<file path="config.mk">
export PLATFORM = sky130hd
export DESIGN_NAME = serial_adder_ctrl
export DESIGN_NICKNAME = d
export VERILOG_FILES = /design/src/rtl/serial_adder_ctrl_pkg.sv /design/src/rtl/full_adder.sv /design/src/rtl/serial_adder_ctrl.sv
export SDC_FILE = /design/constraint.sdc
export NUM_CORES = 1
export LEC_CHECK = 0
export ABC_AREA = 1
export ABC_CLOCK_PERIOD_IN_PS = 1950
export CAP_MARGIN = 20
export CELL_PAD_IN_SITES_DETAIL_PLACEMENT = 1
export CELL_PAD_IN_SITES_GLOBAL_PLACEMENT = 2
export CORE_MARGIN = 2
export CORE_UTILIZATION = 32
export CTS_CLUSTER_SIZE = 12
export DETAILED_ROUTE_END_ITERATION = 8
export GPL_TIMING_DRIVEN = 0
export PLACE_DENSITY_LB_ADDON = 0.1
export SYNTH_ARGS = -nofsm -noshare
export SYNTH_HDL_FRONTEND = slang
export SYNTH_SLANG_ARGS = --single-unit
</file>
<file path="constraint.sdc">
create_clock -name clk -period 1.95 [get_ports clk]
set_input_delay 0.195 -clock clk [delete_from_list [all_inputs] [get_ports clk]]
set_output_delay 0.195 -clock clk [all_outputs]
set_load 0.01 [all_outputs]
</file>
<file path="src/rtl/serial_adder_ctrl_pkg.sv">
// Shared types and constants for the bit-serial add/subtract sequencer.
package serial_adder_ctrl_pkg;

  typedef enum logic [1:0] {
    StIdle = 2'd0,
    StRun  = 2'd1,
    StDone = 2'd2
  } state_e;

  localparam logic ModeAdd = 1'b0;
  localparam logic ModeSub = 1'b1;

endpackage

</file>
<file path="src/rtl/full_adder.sv">
// One-bit full adder: the shared datapath cell reused by the serial sequencer.
module full_adder (
  input  logic a,
  input  logic b,
  input  logic cin,
  output logic sum,
  output logic cout
);

  assign sum  = a ^ b ^ cin;
  assign cout = (a & b) | (a & cin) | (b & cin);

endmodule

</file>
<file path="src/rtl/serial_adder_ctrl.sv">
// Bit-serial add/subtract: feeds one full_adder LSB-first, one bit per clock,
// and publishes sum/cout/overflow on the final bit together with a done pulse.
module serial_adder_ctrl
  import serial_adder_ctrl_pkg::*;
#(
  parameter int unsigned WIDTH = 8
) (
  input  logic             clk,
  input  logic             rst,
  input  logic             start,
  input  logic             sub,
  input  logic [WIDTH-1:0] a,
  input  logic [WIDTH-1:0] b,
  output logic             busy,
  output logic             done,
  output logic [WIDTH-1:0] sum,
  output logic             cout,
  output logic             overflow
);

  localparam int unsigned CNT_W = $clog2(WIDTH + 1);

  state_e             state_q, state_d;
  logic [WIDTH-1:0]   a_q, a_d, b_q, b_d, acc_q, acc_d, sum_q, sum_d;
  logic [CNT_W-1:0]   cnt_q, cnt_d;
  logic               carry_q, carry_d, cout_q, cout_d, ovf_q, ovf_d;
  logic               load;
  logic               fa_sum, fa_cout;

  full_adder u_full_adder (
    .a    (a_q[0]),
    .b    (b_q[0]),
    .cin  (carry_q),
    .sum  (fa_sum),
    .cout (fa_cout)
  );

  always_comb begin
    state_d = state_q;
    a_d     = a_q;
    b_d     = b_q;
    acc_d   = acc_q;
    sum_d   = sum_q;
    cnt_d   = cnt_q;
    carry_d = carry_q;
    cout_d  = cout_q;
    ovf_d   = ovf_q;
    load    = 1'b0;

    case (state_q)
      StIdle: begin
        if (start) begin
          load    = 1'b1;
          state_d = StRun;
        end
      end
      StRun: begin
        a_d     = a_q >> 1;
        b_d     = b_q >> 1;
        acc_d   = {fa_sum, acc_q[WIDTH-1:1]};
        carry_d = fa_cout;
        cnt_d   = cnt_q + 1'b1;
        if (cnt_q == CNT_W'(WIDTH - 1)) begin
          state_d = StDone;
          sum_d   = {fa_sum, acc_q[WIDTH-1:1]};
          cout_d  = fa_cout;
          // carry_q still holds the carry into the MSB on the final bit
          ovf_d   = carry_q ^ fa_cout;
        end
      end
      StDone: begin
        if (start) begin
          load    = 1'b1;
          state_d = StRun;
        end else begin
          state_d = StIdle;
        end
      end
      default: state_d = StIdle;
    endcase

    // Subtraction is a + ~b + 1: invert b and seed the carry with the mode bit
    if (load) begin
      a_d     = a;
      b_d     = (sub == ModeSub) ? ~b : b;
      carry_d = sub;
      cnt_d   = '0;
      acc_d   = '0;
    end
  end

  always_ff @(posedge clk or posedge rst) begin
    if (rst) begin
      state_q <= StIdle;
      a_q     <= '0;
      b_q     <= '0;
      acc_q   <= '0;
      sum_q   <= '0;
      cnt_q   <= '0;
      carry_q <= 1'b0;
      cout_q  <= 1'b0;
      ovf_q   <= 1'b0;
    end else begin
      state_q <= state_d;
      a_q     <= a_d;
      b_q     <= b_d;
      acc_q   <= acc_d;
      sum_q   <= sum_d;
      cnt_q   <= cnt_d;
      carry_q <= carry_d;
      cout_q  <= cout_d;
      ovf_q   <= ovf_d;
    end
  end

  assign busy     = (state_q == StRun);
  assign done     = (state_q == StDone);
  assign sum      = sum_q;
  assign cout     = cout_q;
  assign overflow = ovf_q;

endmodule
</file>
==> impl_metrics.csv <==
group,metric,value,unit
power,power.leakage,1.20,nW
clock_network,cts_resized,0,
clock_network,clock_sink_count,40,
clock_network,clockBufferDepth,2,
clock_network,clk_latency,0.29,ns
yosys,synth-edff-count,0,
setup_path,regToRegSetupSlack,0.56,ns
power,clkPwrFrac,16.0,%
yosys,synth_cell_types,24,
power,power.density,1520,mW/mm^2
floorplan,die_x,80.1,um
global_routing,grt_max_degree,41,
yosys,synth_async_sr_flop_share,100,%
sta,rsz0062_at_grt,"no",
floorplan,num_rows,27,
floorplan,die_h,80.1,um
global_routing,grt_pass1_wl,7390,um
yosys,synth_common_cells,"nand2_1 (99), dfrtp_1 (40), inv_1 (27), nand3_1 (15), o21ai_1 (10)",
cells_and_area,fill_cells,702,
yosys,syn_inst,231,
sta,hold_viol_final,0,
clock_network,clk_pin_slew_worst_paths,0.08,ns
sta,fin_tns_setup,0,ns
yosys,syn_nets,253,
power,totalPowerFinal,3.58,mW
placement,port_buffers,31,
clock_network,cts_tree,"built",
yosys,yosysSeqAreaShare,54.0,%
clock_network,cts-buffers-inserted,5,
cells_and_area,nNetsFinal,292,
sta,slew_violations,0,
setup_path,required,1.75,ns
setup_path,cp_max_fo,10,
setup_path,rr_endpoint,"overflow",
yosys,ys_warn_count,0,
detailed_routing,drt_iter0_markers,32,
power,comb_power_share,44.2,%
floorplan,core_area,0.00554,sq mm
setup_path,r2r_cells,8,
detailed_routing,post_drt_wl_per_cell,12.4,um
setup_path,timing.rr.start,"cnt_q[0]",
placement,hpwl,3040,um
worst_hold_path,hold_path_class,"input port to asynchronous set/reset pin",
job,cap_violations,0,
placement,routabilityCongestion,0.698,
global_routing,antenna_found_initial,0,
detailed_routing,drcViolationCount,0,
detailed_routing,vias,1535,
setup_path,crit_type,"register to output pin",
detailed_routing,firstDrtPassIters,4,
sta,fin_ws,0.122,ns
floorplan,ioPinCount,32,
placement,post-place-ws,0.220,ns
global_routing,gr-total-overflow,0,
yosys,ys_top_cells_by_area,"dfrtp_1 (54%), nand2_1 (20%), inv_1 (5.5%)",
placement,placed_area,0.00225,sq mm
detailed_routing,viasPerCell,4.48,
sta,setup_violations,0,
yosys,yosysTopAreaCell,"dfrtp_1",
detailed_routing,drt.antenna.violating_nets,0,
cells_and_area,multi_input_area,687,sq um
run_status,run_status,"completed",
cells_and_area,fin_area,0.00235,sq mm
power,sequentialPowerShare,39.9,%
clock_network,clockRootBuffer,"clkbuf_8",
cells_and_area,regArea,0.00100,sq mm
sta,fin_crit,1.83,ns
floorplan,start_util,33.5,%
power,p_int,2.18,mW
cells_and_area,drive_gt1_share,9.23,%
power,peakVddDrop,0.509,mV
cells_and_area,area_growth,26.9,%
yosys,dominantRegCellSynth,"dfrtp_1",
power,power_switching_share,39.0,%
yosys,ys_ff_latch,40,
global_routing,grt_pass1_vias,1583,
sta,fmax,0.547,GHz
clock_network,cts_max_level,2,
setup_path,startpoint_type,"register",
yosys,yosys.area.top_type_share,54.0,%
global_routing,gr-usage-all-layers,15.0,%
power,power.net_switching,1.40,mW
yosys,syn-cell-area,0.00185,sq mm
setup_path,end_kind,"output pin",
detailed_routing,drt_wl_total,4270,um
setup_path,crit_arrival,1.63,ns
cells_and_area,antenna_cells,0,
sta,clock_skew,0.00700,ns
yosys,post-synth-top-count-cell,"nand2_1",
sta,tightest_slew,0.835,ns
yosys,syn-mean-instance-area,8.03,sq um
sta,slew_headroom,44.2,%
sta,finalCritPeriodShare,93.7,%
floorplan,dieArea,0.00642,sq mm
critical path, stage by stage (launching register included):
cell	delay [ns]
dfrtp_1	0.41
inv_2	0.08
nor2_4	0.13
buf_4	0.18
clkdlybuf4s50_1	0.55
layout make-up:
type	count	area share, %
well taps	72	3.83
repair buffers	32	13.5
clock buffers	8	3.83
flip-flops and latches	40	42.6
plain buffers	8	2.02
inverters	31	5.05
multi-input cells	152	29.2
layer usage:
layer	up-vias	GRT usage, %	wire length [um]
met4	0	4.58	66
li1	781	-	-
met5	-	0	0
met1	723	19.6	2070
met3	7	3.37	131
met2	24	24.6	2000
state kept, by name, summed over array words and instances (netlist names):
signal,count
a_q,8
b_q,8
sum,8
acc_q,7
cnt_q,4
state_q,2
carry_q,1
cout,1
overflow,1
layout by cell type, fill, tap and decap left out, drive strengths merged, types with 2 or more instances in the layout:
cell type / netlist / routed
or2: 2 / 2
inv: 31 / 31
clkdlybuf4s50: 0 / 31
nand3: 15 / 15
clkbuf: 1 / 9
nand2: 101 / 101
dfrtp: 40 / 40
buf: 7 / 8
o22ai: 7 / 7
nor2: 7 / 7
o21ai: 15 / 15
how the worst max path moves through the flow:
stage               start  slack, ns       end
2_1_floorplan     carry_q       0.73  overflow
3_3_place_gp          rst      -0.15    b_q[0]
3_5_place_dp        start       0.22    b_q[5]
4_1_cts        state_q[0]       0.09      busy
5_1_grt        state_q[0]       0.03      busy
6_report       state_q[0]       0.12      busy
through the flow:
step           hold slack, ns  instances  utilization [%]
6_report                0.384        343             42.5
5_1_grt                 0.459        343             42.5
4_1_cts                 0.429        343             42.5
3_5_place_dp            0.465        334             40.7
3_3_place_gp            0.463        334             40.7
2_1_floorplan           0.312        231                -
logic make-up (layout without fill, tap and decap cells):
family / count (synthesis) / count (layout) / share of synthesized area (%)
compound gates: 23 / 23 / 6.68
simple gates: 125 / 125 / 27.7
xor+xnor: 2 / 2 / 0.945
fa+ha+maj: 2 / 2 / 1.75
flops: 40 / 40 / 54.0
buf+inv: 39 / 79 / 8.97
power by group through the flow:
stage	Clock, mW	Combinational [mW]	Sequential (mW)
detailed placement	0	1.60	1.44
CTS	0.588	1.63	1.43
floorplan	0	0.996	1.44
global route	0.625	1.84	1.48
finish	0.572	1.58	1.43
global placement	0	1.57	1.43
timing repair:
action / 4_1_cts / 5_1_grt
setup endpoints to repair: 1 / 0
hold buffers: 0 / 0
setup buffers: 1 / 0
(Power assumes the default switching activity.)
